==> src/rtl/pipelined_main_decoder_pkg.sv <==
// decoder_pkg: opcodes, control-field encodings and the bundled control word
package decoder_pkg;
   localparam logic [6:0] OP_LOAD   = 7'b0000011;
   localparam logic [6:0] OP_STORE  = 7'b0100011;
   localparam logic [6:0] OP_RTYPE  = 7'b0110011;
   localparam logic [6:0] OP_ITYPE  = 7'b0010011;
   localparam logic [6:0] OP_BRANCH = 7'b1100011;
   localparam logic [6:0] OP_JAL    = 7'b1101111;
   localparam logic [6:0] OP_JALR   = 7'b1100111;
   localparam logic [6:0] OP_LUI    = 7'b0110111;
   typedef enum logic [2:0] {IMM_I, IMM_S, IMM_B, IMM_J, IMM_U} imm_src_e;
   typedef enum logic [1:0] {RES_ALU, RES_MEM, RES_PC4} result_src_e;
   typedef enum logic [1:0] {ALU_ADD, ALU_SUB, ALU_FUNCT, ALU_PASSB} alu_op_e;
   typedef struct packed {
      logic        reg_write;
      imm_src_e    imm_src;
      logic        alu_src;
      logic        mem_write;
      result_src_e result_src;
      logic        branch;
      logic        jump;
      alu_op_e     alu_op;
      logic        illegal;
   } ctrl_t;
   function automatic ctrl_t mk_ctrl(logic rw, imm_src_e imm, logic as, logic mw, result_src_e rs,
                                     logic br, logic j, alu_op_e op);
      return '{reg_write: rw, imm_src: imm, alu_src: as, mem_write: mw, result_src: rs,
               branch: br, jump: j, alu_op: op, illegal: 1'b0};
   endfunction
endpackage

==> src/rtl/pipelined_main_decoder_if.sv <==
// pipelined_main_decoder_if: fetch-side and execute-side handshake bundle
interface pipelined_main_decoder_if #(parameter int INSTR_W = 32, parameter int PC_W = 32);
   logic               flush;
   logic               in_valid, in_ready;
   logic [INSTR_W-1:0] in_instr;
   logic [PC_W-1:0]    in_pc;
   logic               out_valid, out_ready;
   logic [INSTR_W-1:0] out_instr;
   logic [PC_W-1:0]    out_pc;
   logic               RegWrite, ALUSrc, MemWrite, Branch, Jump, Illegal;
   logic [2:0]         ImmSrc;
   logic [1:0]         ResultSrc, ALUOp;
   modport master (output flush, in_valid, in_instr, in_pc, out_ready,
                   input in_ready, out_valid, out_instr, out_pc, RegWrite, ImmSrc, ALUSrc,
                   MemWrite, ResultSrc, Branch, Jump, ALUOp, Illegal);
   modport slave (input flush, in_valid, in_instr, in_pc, out_ready,
                  output in_ready, out_valid, out_instr, out_pc, RegWrite, ImmSrc, ALUSrc,
                  MemWrite, ResultSrc, Branch, Jump, ALUOp, Illegal);
endinterface

==> src/rtl/pipelined_main_decoder_main_decode_comb.sv <==
// main_decode_comb: opcode to control word; anything outside the table is illegal
module main_decode_comb
   import decoder_pkg::*;
(
   input  logic [6:0] opcode_i,
   output ctrl_t      ctrl_o
);
   always_comb begin
      ctrl_o = '0;
      ctrl_o.illegal = 1'b1;
      case (opcode_i)
         OP_LOAD:   ctrl_o = mk_ctrl(1'b1, IMM_I, 1'b1, 1'b0, RES_MEM, 1'b0, 1'b0, ALU_ADD);
         OP_STORE:  ctrl_o = mk_ctrl(1'b0, IMM_S, 1'b1, 1'b1, RES_ALU, 1'b0, 1'b0, ALU_ADD);
         OP_RTYPE:  ctrl_o = mk_ctrl(1'b1, IMM_I, 1'b0, 1'b0, RES_ALU, 1'b0, 1'b0, ALU_FUNCT);
         OP_ITYPE:  ctrl_o = mk_ctrl(1'b1, IMM_I, 1'b1, 1'b0, RES_ALU, 1'b0, 1'b0, ALU_FUNCT);
         OP_BRANCH: ctrl_o = mk_ctrl(1'b0, IMM_B, 1'b0, 1'b0, RES_ALU, 1'b1, 1'b0, ALU_SUB);
         OP_JAL:    ctrl_o = mk_ctrl(1'b1, IMM_J, 1'b0, 1'b0, RES_PC4, 1'b0, 1'b1, ALU_ADD);
         OP_JALR:   ctrl_o = mk_ctrl(1'b1, IMM_I, 1'b1, 1'b0, RES_PC4, 1'b0, 1'b1, ALU_ADD);
         OP_LUI:    ctrl_o = mk_ctrl(1'b1, IMM_U, 1'b1, 1'b0, RES_ALU, 1'b0, 1'b0, ALU_PASSB);
         default: ;
      endcase
   end
endmodule

==> src/rtl/pipelined_main_decoder.sv <==
// pipelined_main_decoder: registered main decoder with one-entry skid buffer.
// DECODER_PERF_EN adds saturating issued/illegal/stall counters.
module pipelined_main_decoder
   import decoder_pkg::*;
#(
   parameter int INSTR_W = 32,
   parameter int PC_W    = 32
`ifdef DECODER_PERF_EN
   , parameter int CNT_W = 16
`endif
) (
   input logic clk,
   input logic rst,
   pipelined_main_decoder_if.slave bus
`ifdef DECODER_PERF_EN
   , output logic [CNT_W-1:0] cnt_issued
   , output logic [CNT_W-1:0] cnt_illegal
   , output logic [CNT_W-1:0] cnt_stall
`endif
);
   logic               main_v_q, skid_v_q;
   logic [INSTR_W-1:0] main_instr_q, skid_instr_q, src_instr;
   logic [PC_W-1:0]    main_pc_q, skid_pc_q, src_pc;
   ctrl_t              main_ctrl_q, src_ctrl;
   logic               accept, adv, src_v;
   assign accept    = bus.in_valid & ~skid_v_q;
   assign adv       = ~main_v_q | bus.out_ready;
   assign src_v     = skid_v_q | accept;
   assign src_instr = skid_v_q ? skid_instr_q : bus.in_instr;
   assign src_pc    = skid_v_q ? skid_pc_q : bus.in_pc;
   main_decode_comb u_dec (.opcode_i(src_instr[6:0]), .ctrl_o(src_ctrl));
   // skid is older than any new input, so it always refills main first
   always_ff @(posedge clk or negedge rst) begin
      if (!rst) begin
         main_v_q     <= 1'b0;
         skid_v_q     <= 1'b0;
         main_instr_q <= '0;
         main_pc_q    <= '0;
         main_ctrl_q  <= '0;
         skid_instr_q <= '0;
         skid_pc_q    <= '0;
      end else if (bus.flush) begin
         main_v_q <= 1'b0;
         skid_v_q <= 1'b0;
      end else if (adv) begin
         main_v_q <= src_v;
         skid_v_q <= 1'b0;
         if (src_v) begin
            main_instr_q <= src_instr;
            main_pc_q    <= src_pc;
            main_ctrl_q  <= src_ctrl;
         end
      end else if (accept) begin
         skid_v_q     <= 1'b1;
         skid_instr_q <= bus.in_instr;
         skid_pc_q    <= bus.in_pc;
      end
   end
   assign bus.in_ready  = ~skid_v_q;
   assign bus.out_valid = main_v_q;
   assign bus.out_instr = main_instr_q;
   assign bus.out_pc    = main_pc_q;
   assign bus.RegWrite  = main_v_q & main_ctrl_q.reg_write;
   assign bus.ImmSrc    = main_ctrl_q.imm_src;
   assign bus.ALUSrc    = main_ctrl_q.alu_src;
   assign bus.MemWrite  = main_v_q & main_ctrl_q.mem_write;
   assign bus.ResultSrc = main_ctrl_q.result_src;
   assign bus.Branch    = main_v_q & main_ctrl_q.branch;
   assign bus.Jump      = main_v_q & main_ctrl_q.jump;
   assign bus.ALUOp     = main_ctrl_q.alu_op;
   assign bus.Illegal   = main_v_q & main_ctrl_q.illegal;
`ifdef DECODER_PERF_EN
   logic issue, stall;
   assign issue = main_v_q & bus.out_ready;
   assign stall = main_v_q & ~bus.out_ready;
   always_ff @(posedge clk or negedge rst) begin
      if (!rst) begin
         cnt_issued  <= '0;
         cnt_illegal <= '0;
         cnt_stall   <= '0;
      end else begin
         if (issue && !(&cnt_issued)) cnt_issued <= cnt_issued + CNT_W'(1);
         if (issue && main_ctrl_q.illegal && !(&cnt_illegal)) cnt_illegal <= cnt_illegal + CNT_W'(1);
         if (stall && !(&cnt_stall)) cnt_stall <= cnt_stall + CNT_W'(1);
      end
   end
`endif
endmodule

==> src/flat_wrapper.sv <==
// flat-port wrapper written by rule: the top's interface ports become plain ports
module pipelined_main_decoder_flat import decoder_pkg::*;
#(
   parameter int INSTR_W = 32,
   parameter int PC_W    = 32

)
  (clk, rst, bus_flush, bus_in_valid, bus_in_instr, bus_in_pc, bus_out_ready, bus_in_ready, bus_out_valid, bus_out_instr, bus_out_pc, bus_RegWrite, bus_ImmSrc, bus_ALUSrc, bus_MemWrite, bus_ResultSrc, bus_Branch, bus_Jump, bus_ALUOp, bus_Illegal);
  pipelined_main_decoder_if #(.INSTR_W(INSTR_W), .PC_W(PC_W)) bus_i ();
  input logic clk;
  input logic rst;
  input wire logic [$bits(bus_i.flush)-1:0] bus_flush;
  input wire logic [$bits(bus_i.in_valid)-1:0] bus_in_valid;
  input wire logic [$bits(bus_i.in_instr)-1:0] bus_in_instr;
  input wire logic [$bits(bus_i.in_pc)-1:0] bus_in_pc;
  input wire logic [$bits(bus_i.out_ready)-1:0] bus_out_ready;
  output wire logic [$bits(bus_i.in_ready)-1:0] bus_in_ready;
  output wire logic [$bits(bus_i.out_valid)-1:0] bus_out_valid;
  output wire logic [$bits(bus_i.out_instr)-1:0] bus_out_instr;
  output wire logic [$bits(bus_i.out_pc)-1:0] bus_out_pc;
  output wire logic [$bits(bus_i.RegWrite)-1:0] bus_RegWrite;
  output wire logic [$bits(bus_i.ImmSrc)-1:0] bus_ImmSrc;
  output wire logic [$bits(bus_i.ALUSrc)-1:0] bus_ALUSrc;
  output wire logic [$bits(bus_i.MemWrite)-1:0] bus_MemWrite;
  output wire logic [$bits(bus_i.ResultSrc)-1:0] bus_ResultSrc;
  output wire logic [$bits(bus_i.Branch)-1:0] bus_Branch;
  output wire logic [$bits(bus_i.Jump)-1:0] bus_Jump;
  output wire logic [$bits(bus_i.ALUOp)-1:0] bus_ALUOp;
  output wire logic [$bits(bus_i.Illegal)-1:0] bus_Illegal;
  assign bus_i.flush = bus_flush;
  assign bus_i.in_valid = bus_in_valid;
  assign bus_i.in_instr = bus_in_instr;
  assign bus_i.in_pc = bus_in_pc;
  assign bus_i.out_ready = bus_out_ready;
  assign bus_in_ready = bus_i.in_ready;
  assign bus_out_valid = bus_i.out_valid;
  assign bus_out_instr = bus_i.out_instr;
  assign bus_out_pc = bus_i.out_pc;
  assign bus_RegWrite = bus_i.RegWrite;
  assign bus_ImmSrc = bus_i.ImmSrc;
  assign bus_ALUSrc = bus_i.ALUSrc;
  assign bus_MemWrite = bus_i.MemWrite;
  assign bus_ResultSrc = bus_i.ResultSrc;
  assign bus_Branch = bus_i.Branch;
  assign bus_Jump = bus_i.Jump;
  assign bus_ALUOp = bus_i.ALUOp;
  assign bus_Illegal = bus_i.Illegal;
  pipelined_main_decoder #(.INSTR_W(INSTR_W), .PC_W(PC_W)) u_core (.clk(clk), .rst(rst), .bus(bus_i));
endmodule
==> config.mk <==
export PLATFORM = sky130hd
export DESIGN_NAME = pipelined_main_decoder_flat
export DESIGN_NICKNAME = d
export VERILOG_FILES = /design/src/rtl/pipelined_main_decoder_pkg.sv /design/src/rtl/pipelined_main_decoder_if.sv /design/src/rtl/pipelined_main_decoder_main_decode_comb.sv /design/src/rtl/pipelined_main_decoder.sv /design/src/flat_wrapper.sv
export SDC_FILE = /design/constraint.sdc
export NUM_CORES = 1
export LEC_CHECK = 0
export ABC_AREA = 0
export CAP_MARGIN = 10
export CORE_ASPECT_RATIO = 0.6
export CORE_MARGIN = 2
export CORE_UTILIZATION = 50
export DETAILED_ROUTE_END_ITERATION = 10
export HOLD_SLACK_MARGIN = 0.02
export PLACE_DENSITY = 0.88
export SETUP_SLACK_MARGIN = 0.05
export SLEW_MARGIN = 20
export SYNTH_ARGS = -nofsm -noshare
export SYNTH_HDL_FRONTEND = slang
export SYNTH_SLANG_ARGS = --single-unit
==> constraint.sdc <==
create_clock -name clk -period 1.9 [get_ports clk]
set_clock_uncertainty 0.1 [all_clocks]
set_input_delay 0.38 -clock clk [delete_from_list [all_inputs] [get_ports clk]]
set_output_delay 0.38 -clock clk [all_outputs]
set_load 0.02 [all_outputs]
==> metrics.md, run 1 <==
| Metric | Value |
|---|---|
| CP delay by family, top | flip-flops |
| IO buf count | 147 |
| Critical Path Fanout Max | 7 |
| Worst path arrival time | 2.02 ns |
| Num CTS Buffers | 17 |
| CP most frequent cell | buf_4 |
| Synth top cells by count | 142 x dfrtp_1, 79 x nand2_1, 70 x o21ai_0 |
| Mapped Avg Cell Area | 12.06 um2 |
| Hold slack | 0.3732 ns |
| Rows | 31 |
| Yosys warns | 0 |
| Yosys top cell by area | dfrtp_1 |
| DRC Markers | 0 |
| CTS tree | built |
| Yosys cell types | 34 |
| Initial antenna violation count | 0 |
| Highest clock rate | roughly 550 MHz |
| Hold Crit Class | reg -> reg |
| Power Density | 1036 nW/um2 |
| Clk sink count | 142 |
| Max incr delay on CP | 0.51 ns |
| Part of the power in the clock network | 0.372 |
| # setup viols final | 0 |
| FF-to-FF Start | u_core.skid_v_q |
| Number of flops mapped to enable cells by yosys | 0 |
| Vias in the first global route | 4654 |
| ANT cells | 0 |
| Fin. Hold Viols | 0 |
| Synth async-reset ratio | 1.000 |
| Layout Cells excl Fill | 866 |
| Overflow after GRT | 0 |
| Reg2reg setup slack | 0.08 ns |
| Logic gate share of total power | 0.188 |
| Area growth syn-to-layout | 41.07% |
| Total track usage | 0.2368 |
| Ratio of cells with drive above 1 in the final layout | 0.2325 |
| Initial Util | 0.5113 |
| Netlist Area Pre-Place | 6148 um2 |
| Clock H-tree levels | 4 |
| CTS root buffer | clkbuf_16 |
| Final Critical Period | ~1.8 ns |
| Max-slew violation count | 0 |
| Routed vias/inst | around 5.3 |
| Reg power frac | 0.439 |
| Register area share after synthesis | 0.5779 |
| Grt met1 use | 0.3303 |
| Switching share of total power | 0.2678 |
| Pin count of the biggest net entering global routing | 49 |
| R2r worst-path depth | 6 |
| Clock transition at path regs | 0.06 ns |
| Req. time, crit path | 2.10 ns |
| Worst Setup EP | u_core.bus.ResultSrc[0] |
| Area contributors post-synth | dfrtp_1 58%, mux2_2 12%, mux2i_1 10%, o21ai_0 5.7%, nand2_1 4.8% |
| Via count | 4629 |
| Worst skew pair latency | roughly 0.40 ns |
| RSZ-0062 raised after global routing | yes |
| Most frequent cell after synthesis | dfrtp_1 |
| Drt wl/cell | roughly 18 um |
| CP startpoint | u_core.skid_v_q |
| CP bufs+invs | 2 |
| Crit-path slowest cell | dfrtp_4 |
| Top-area cell type share of the netlist area | 0.5779 |
| Leak pwr | 4.017 nW |
| DR pass1 iterations | 4 |
| Nets | around 760 |
| Startpoint type of the worst setup path | flip-flop |
| Final worst-path cycle share | 0.9597 |
| Relative slew slack | 0.6782 |
| Critical path depth | 6 |
| Routed Antenna Nets | 0 |
| CP Class | reg -> reg |
| Total power | 0.008983 W |
| 1st-iter DRT viols | 223 |
| Final GP Congestion | 0.9542 |
| #FFs+latches synth | 142 |
| R2r endpoint | u_core.bus.ResultSrc[0] |
| Max-Cap Viols | 0 |
| CORE AREA | 12020 um2 |
| Dpl hpwl | between 10 and 15 mm |
| Crit path cell chain | buf_4 -> mux2_2 -> buf_4 -> nor2_4 -> nand2_2 -> o41ai_2 |
| Max VDD drop | 0.5883 mV |
| First-pass GRT wire length | 24.46 mm |
| # IOs | between 100 and 150 |
| DIE AREA | 13230 um2 |
| Int Power | 0.006577 W |
| Die X-Extent | 147.2 um |
| Mapped Cells | just over 500 |
| Most used DFF post-synth | dfrtp_1 |
| M3 GR Usage | 0.06599 |
| GR Layer Usage met2 | 0.3727 |
| Hold Startpoint | u_core.bus.out_instr[23] |
| Final Routed Wirelength | 15.17 mm |
| Worst-Margin Slew | between 0.4 and 0.5 ns |
| CTS max path bufs | 2 |
| Grt peak-use layer | met2 |
| Die height | 89.90 um |
| Status | complete, no violations |
| Worst setup EP type | flip-flop |
| Mapped Nets | about 580 |
| Placed insts | 827 |
| Net switching power | 0.002405 W |
-- flip-flops by register name, summed over array words and instances, names as in the netlist --
signal                flops
u_core.bus.ALUOp          2
u_core.bus.ALUSrc         1
u_core.bus.ImmSrc         3
u_core.bus.ResultSrc      1
u_core.bus.out_instr     32
u_core.bus.out_pc        32
u_core.bus.out_valid      1
u_core.main_ctrl_q        5
u_core.skid_instr_q      32
u_core.skid_pc_q         32
u_core.skid_v_q           1
-- per-layer routing --
layer,vias up,share of wire
met3,9,0.079
met1,2319,0.45
met2,156,0.47
met5,-,0
met4,0,0.0056
li1,2145,-
-- cell type report --
class	count	area, um2
clock buffer	21	460.4
tap	165	206.4
fill	824	3351
sequential	142	3558
multi-input combinational	330	2419
inverter	1	3.754
clock inverter	10	137.6
timing repair buffer	197	1888
-- through the flow --
stage | setup WS (ns) | util | setup TNS, ns | instance area, um2
4_1_cts | 0.01566 | 0.7131 | 0 | 8574
6_report | 0.07650 | 0.7213 | 0 | 8673
2_1_floorplan | 0.1053 | - | 0 | 6148
3_5_place_dp | -0.2110 | 0.6684 | -17.33 | 8036
5_1_grt | -0.002383 | 0.7213 | -0.002383 | 8673
3_3_place_gp | -0.1259 | 0.6684 | -12.26 | 8036
-- kinds of logic after synthesis --
logic type,synth area share
AOI/OAI and AO/OA,0.07916
xor gates and xnor gates,0.001425
buffers and inverters,0.03398
DFF,0.5779
muxes,0.2300
and+or+nand+nor,0.07753
-- power by group through the flow --
stage | clock network, W | logic, W | registers, W
final | 0.00334 | 0.00169 | 0.00395
after global routing | 0.00355 | 0.00184 | 0.00401
after CTS | 0.00340 | 0.00170 | 0.00394
after detailed placement | 0 | 0.00183 | 0.00399
after global placement | 0 | 0.00175 | 0.00393
after floorplan | 0 | 0.000657 | 0.00417
-- worst min-delay path: cells and delay by family, from the launching register on --
kind,cells,cell delay [ns]
flip-flops,1,0.33
AND/OR/NAND/NOR,1,0.05
AO/OA/AOI/OAI,1,0.06
-- cell usage in the layout (no fill, tap or decap), drive strengths merged, types with 11 or more instances in the layout --
master	count
clkbuf	23
clkdlybuf4s50	67
buf	51
nand2	79
dlymetal6s2s	11
dfrtp	142
mux2i	64
mux2	68
o21ai	70
dlygate4sd2	62
-- worst min-delay path by stage --
stage | cells after the start | slack, ns | to
finish | 2 | 0.37 | u_core.bus.out_instr[23]
global route | 2 | 0.41 | u_core.bus.out_pc[15]
CTS | 2 | 0.38 | u_core.bus.ImmSrc[0]
detailed placement | 1 | 0.25 | u_core.bus.out_pc[14]
global placement | 1 | 0.24 | u_core.skid_pc_q[12]
floorplan | 0 | -0.02 | u_core.bus.ALUOp[0]
-- timing repair --
action	in CTS	in global routing
buffers inserted	1	6
endpoints found under the hold margin	42	0
resized for setup	72	32
cloned	0	0
pin swaps	0	1
endpoints found under the setup margin	71	28
hold buffers	1	0
Note: power is estimated with default switching activity, not from simulation.
==> inputs of run 2 (changes only) <==
Settings changed: PLACE_DENSITY 0.88 to 0.91.
==> run 2 against run 1 <==
Net effect:
- count of clock-buffer cells in the layout is 3 lower
- design area is 0.46% lower
- first-iteration DRC count is 9.9% higher
- maximum frequency is 0.48% higher
- register-to-register slack better by 0.02 ns
- hold slack worse by 0.0070 ns
- critical path depth is 3 lower
- via count is 0.28% lower
==> metrics.md, run 2 (synthesis gave the netlist of run 1 again) <==
| Metric | Value |
|---|---|
| Num CTS Buffers | 17 |
| DP Worst Slack | -0.2082 ns |
| Clock transition at path regs | 0.06 ns |
| Rows | 31 |
| Routed Antenna Nets | 0 |
| Pin count of the biggest net entering global routing | 53 |
| Clock H-tree levels | 4 |
| Worst path arrival time | between 1 and 1.5 ns |
| DRC Markers | 0 |
| CTS tree | built |
| # IOs | 148 |
| # setup viols final | 0 |
| CP Class | reg -> out |
| Status | complete, no violations |
| Max VDD drop | 0.7069 mV |
| Max-slew violation count | 0 |
| Startpoint type of the worst setup path | flip-flop |
| Routed vias/inst | between 5 and 6 |
| Nets | 751 |
| Final Critical Period | between 1.5 and 2 ns |
| Leak pwr | 3.919 nW |
| DR pass1 iterations | 4 |
| Initial Util | 0.5113 |
| Metal3 WL | 1.034 mm |
| Total power | 0.009247 W |
| Met1 WL | 7.040 mm |
| Vias in the first global route | approximately 4800 |
| Total track usage | 0.2395 |
| Hold slack | 0.3662 ns |
| DIE AREA | 13230 um2 |
| FF-to-FF Start | u_core.skid_v_q |
| Final setup margin | approximately 0.085 ns |
| R2r worst-path depth | 5 |
| CTS root buffer | clkbuf_16 |
| Worst-Margin Slew | 0.6121 ns |
| Hold Crit Class | in -> async |
| R2r endpoint | u_core.main_ctrl_q[0] |
| Commonest non-fill, non-tap cell in the layout | dfrtp_1 |
| Worst setup EP type | output pin |
| CORE AREA | 12020 um2 |
| Power Density | 1071 nW/um2 |
| Die height | 89.90 um |
| Worst skew pair latency | between 0.4 and 0.5 ns |
| Dpl hpwl | between 10 and 15 mm |
| CTS max path bufs | 2 |
| 1st-iter DRT viols | 245 |
| Die X-Extent | 147.2 um |
| Via count | between 4000 and 5000 |
| Fin. Hold Viols | 0 |
| Final worst-path cycle share | 0.9551 |
| Ratio of cells with drive above 1 in the final layout | 0.2273 |
| Drt wl/cell | 18.00 um |
| Highest clock rate | 551.0 MHz |
| Area growth syn-to-layout | 40.42% |
| Relative slew slack | 0.5920 |
| Final GP Congestion | about 0.90 |
| Initial antenna violation count | 0 |
| ANT cells | 0 |
| Reg2reg setup slack | 0.10 ns |
| Clk sink count | 142 |
| Req. time, crit path | 1.42 ns |
| Critical Path Fanout Max | 9 |
| First-pass GRT wire length | 24.83 mm |
| Overflow after GRT | 0 |
| Max-Cap Viols | 0 |
| Most frequent cells in the layout | 140 x dfrtp_1, 78 x nand2_1, 70 x dlygate4sd2_1, 69 x o21ai_0, 67 x clkdlybuf4s50_1 |
| Metal2 WL | 7.257 mm |
| IO buf count | around 150 |
| Final Routed Wirelength | 15.48 mm |
| Top routing layer in use | met4 |
[run 2: cell types whose count changed in the layout (fill, tap and decap cells not counted), sizes merged]
| cell | delta |
|---|---|
| bufinv | +1 |
| clkdlybuf4s15 | +2 |
| clkbuf | -4 |
| clkinv | -1 |
| dlymetal6s2s | -9 |
| buf | -7 |
| inv | +4 |
| dlygate4sd2 | +8 |
[run 2: final cells by class]
cell class | count | area, um2
fillers | 818 | 3391
clock inverters | 14 | 203.9
clock buffers | 18 | 439.2
repair buffers | 190 | 1808
multi-input cells | 330 | 2414
inverters | 1 | 3.754
flip-flops and latches | 142 | 3558
well taps | 165 | 206.4
[run 2: per-layer routing]
metal	track usage	vias up
met5	0	-
met4	0.07692	0
met3	0.06447	16
met2	0.3719	163
met1	0.3307	2308
li1	-	2129
[run 2: worst max-delay path by stage]
stage | cells after the start | endpoint | slack, ns | startpoint
after floorplan | 7 | u_core.bus.ResultSrc[0] | 0.11 | u_core.bus.out_valid
after global placement | 6 | u_core.bus.out_pc[0] | -0.12 | bus_out_ready
after CTS | 2 | bus_Branch | 0.04 | u_core.bus.out_valid
after detailed placement | 6 | u_core.bus.ALUOp[1] | -0.21 | bus_in_instr[4]
final | 3 | bus_in_ready | 0.09 | u_core.skid_v_q
after global routing | 5 | u_core.bus.ALUOp[0] | -0.00004 | u_core.skid_v_q
[run 2: power by group]
part / total (W) / internal [W] / switching, W
Combinational: 0.00168 / 0.000831 / 0.000854
Clock: 0.00362 / 0.00226 / 0.00136
Sequential: 0.00394 / 0.00360 / 0.000343
Total: 0.00925 / 0.00669 / 0.00255
[run 2: what timing repair did]
| action | CTS | global route |
|---|---|---|
| endpoints found under the hold margin | 45 | 0 |
| gates cloned | 0 | 0 |
| setup buffers | 3 | 4 |
| hold buffers | 1 | 0 |
| pin swaps | 0 | 2 |
| setup endpoints to repair | 77 | 15 |
| gates resized for setup | 77 | 19 |
[run 2: stage by stage]
step / TNS (ns) / std cells / util / instance area (um2)
after floorplan: 0 / 510 / - / 6148
after global placement: -13.72 / 820 / 0.6632 / 7974
after detailed placement: -17.72 / 820 / 0.6632 / 7974
final: 0 / 860 / 0.7180 / 8633
after global routing: -0.00003508 / 860 / 0.7180 / 8633
after CTS: 0 / 856 / 0.7126 / 8568
[run 2: worst max-delay path, cell delays in order, from the launching register on]
cell,delay (ns)
dfrtp_4,0.51
buf_4,0.19
inv_1,0.07
buf_4,0.15
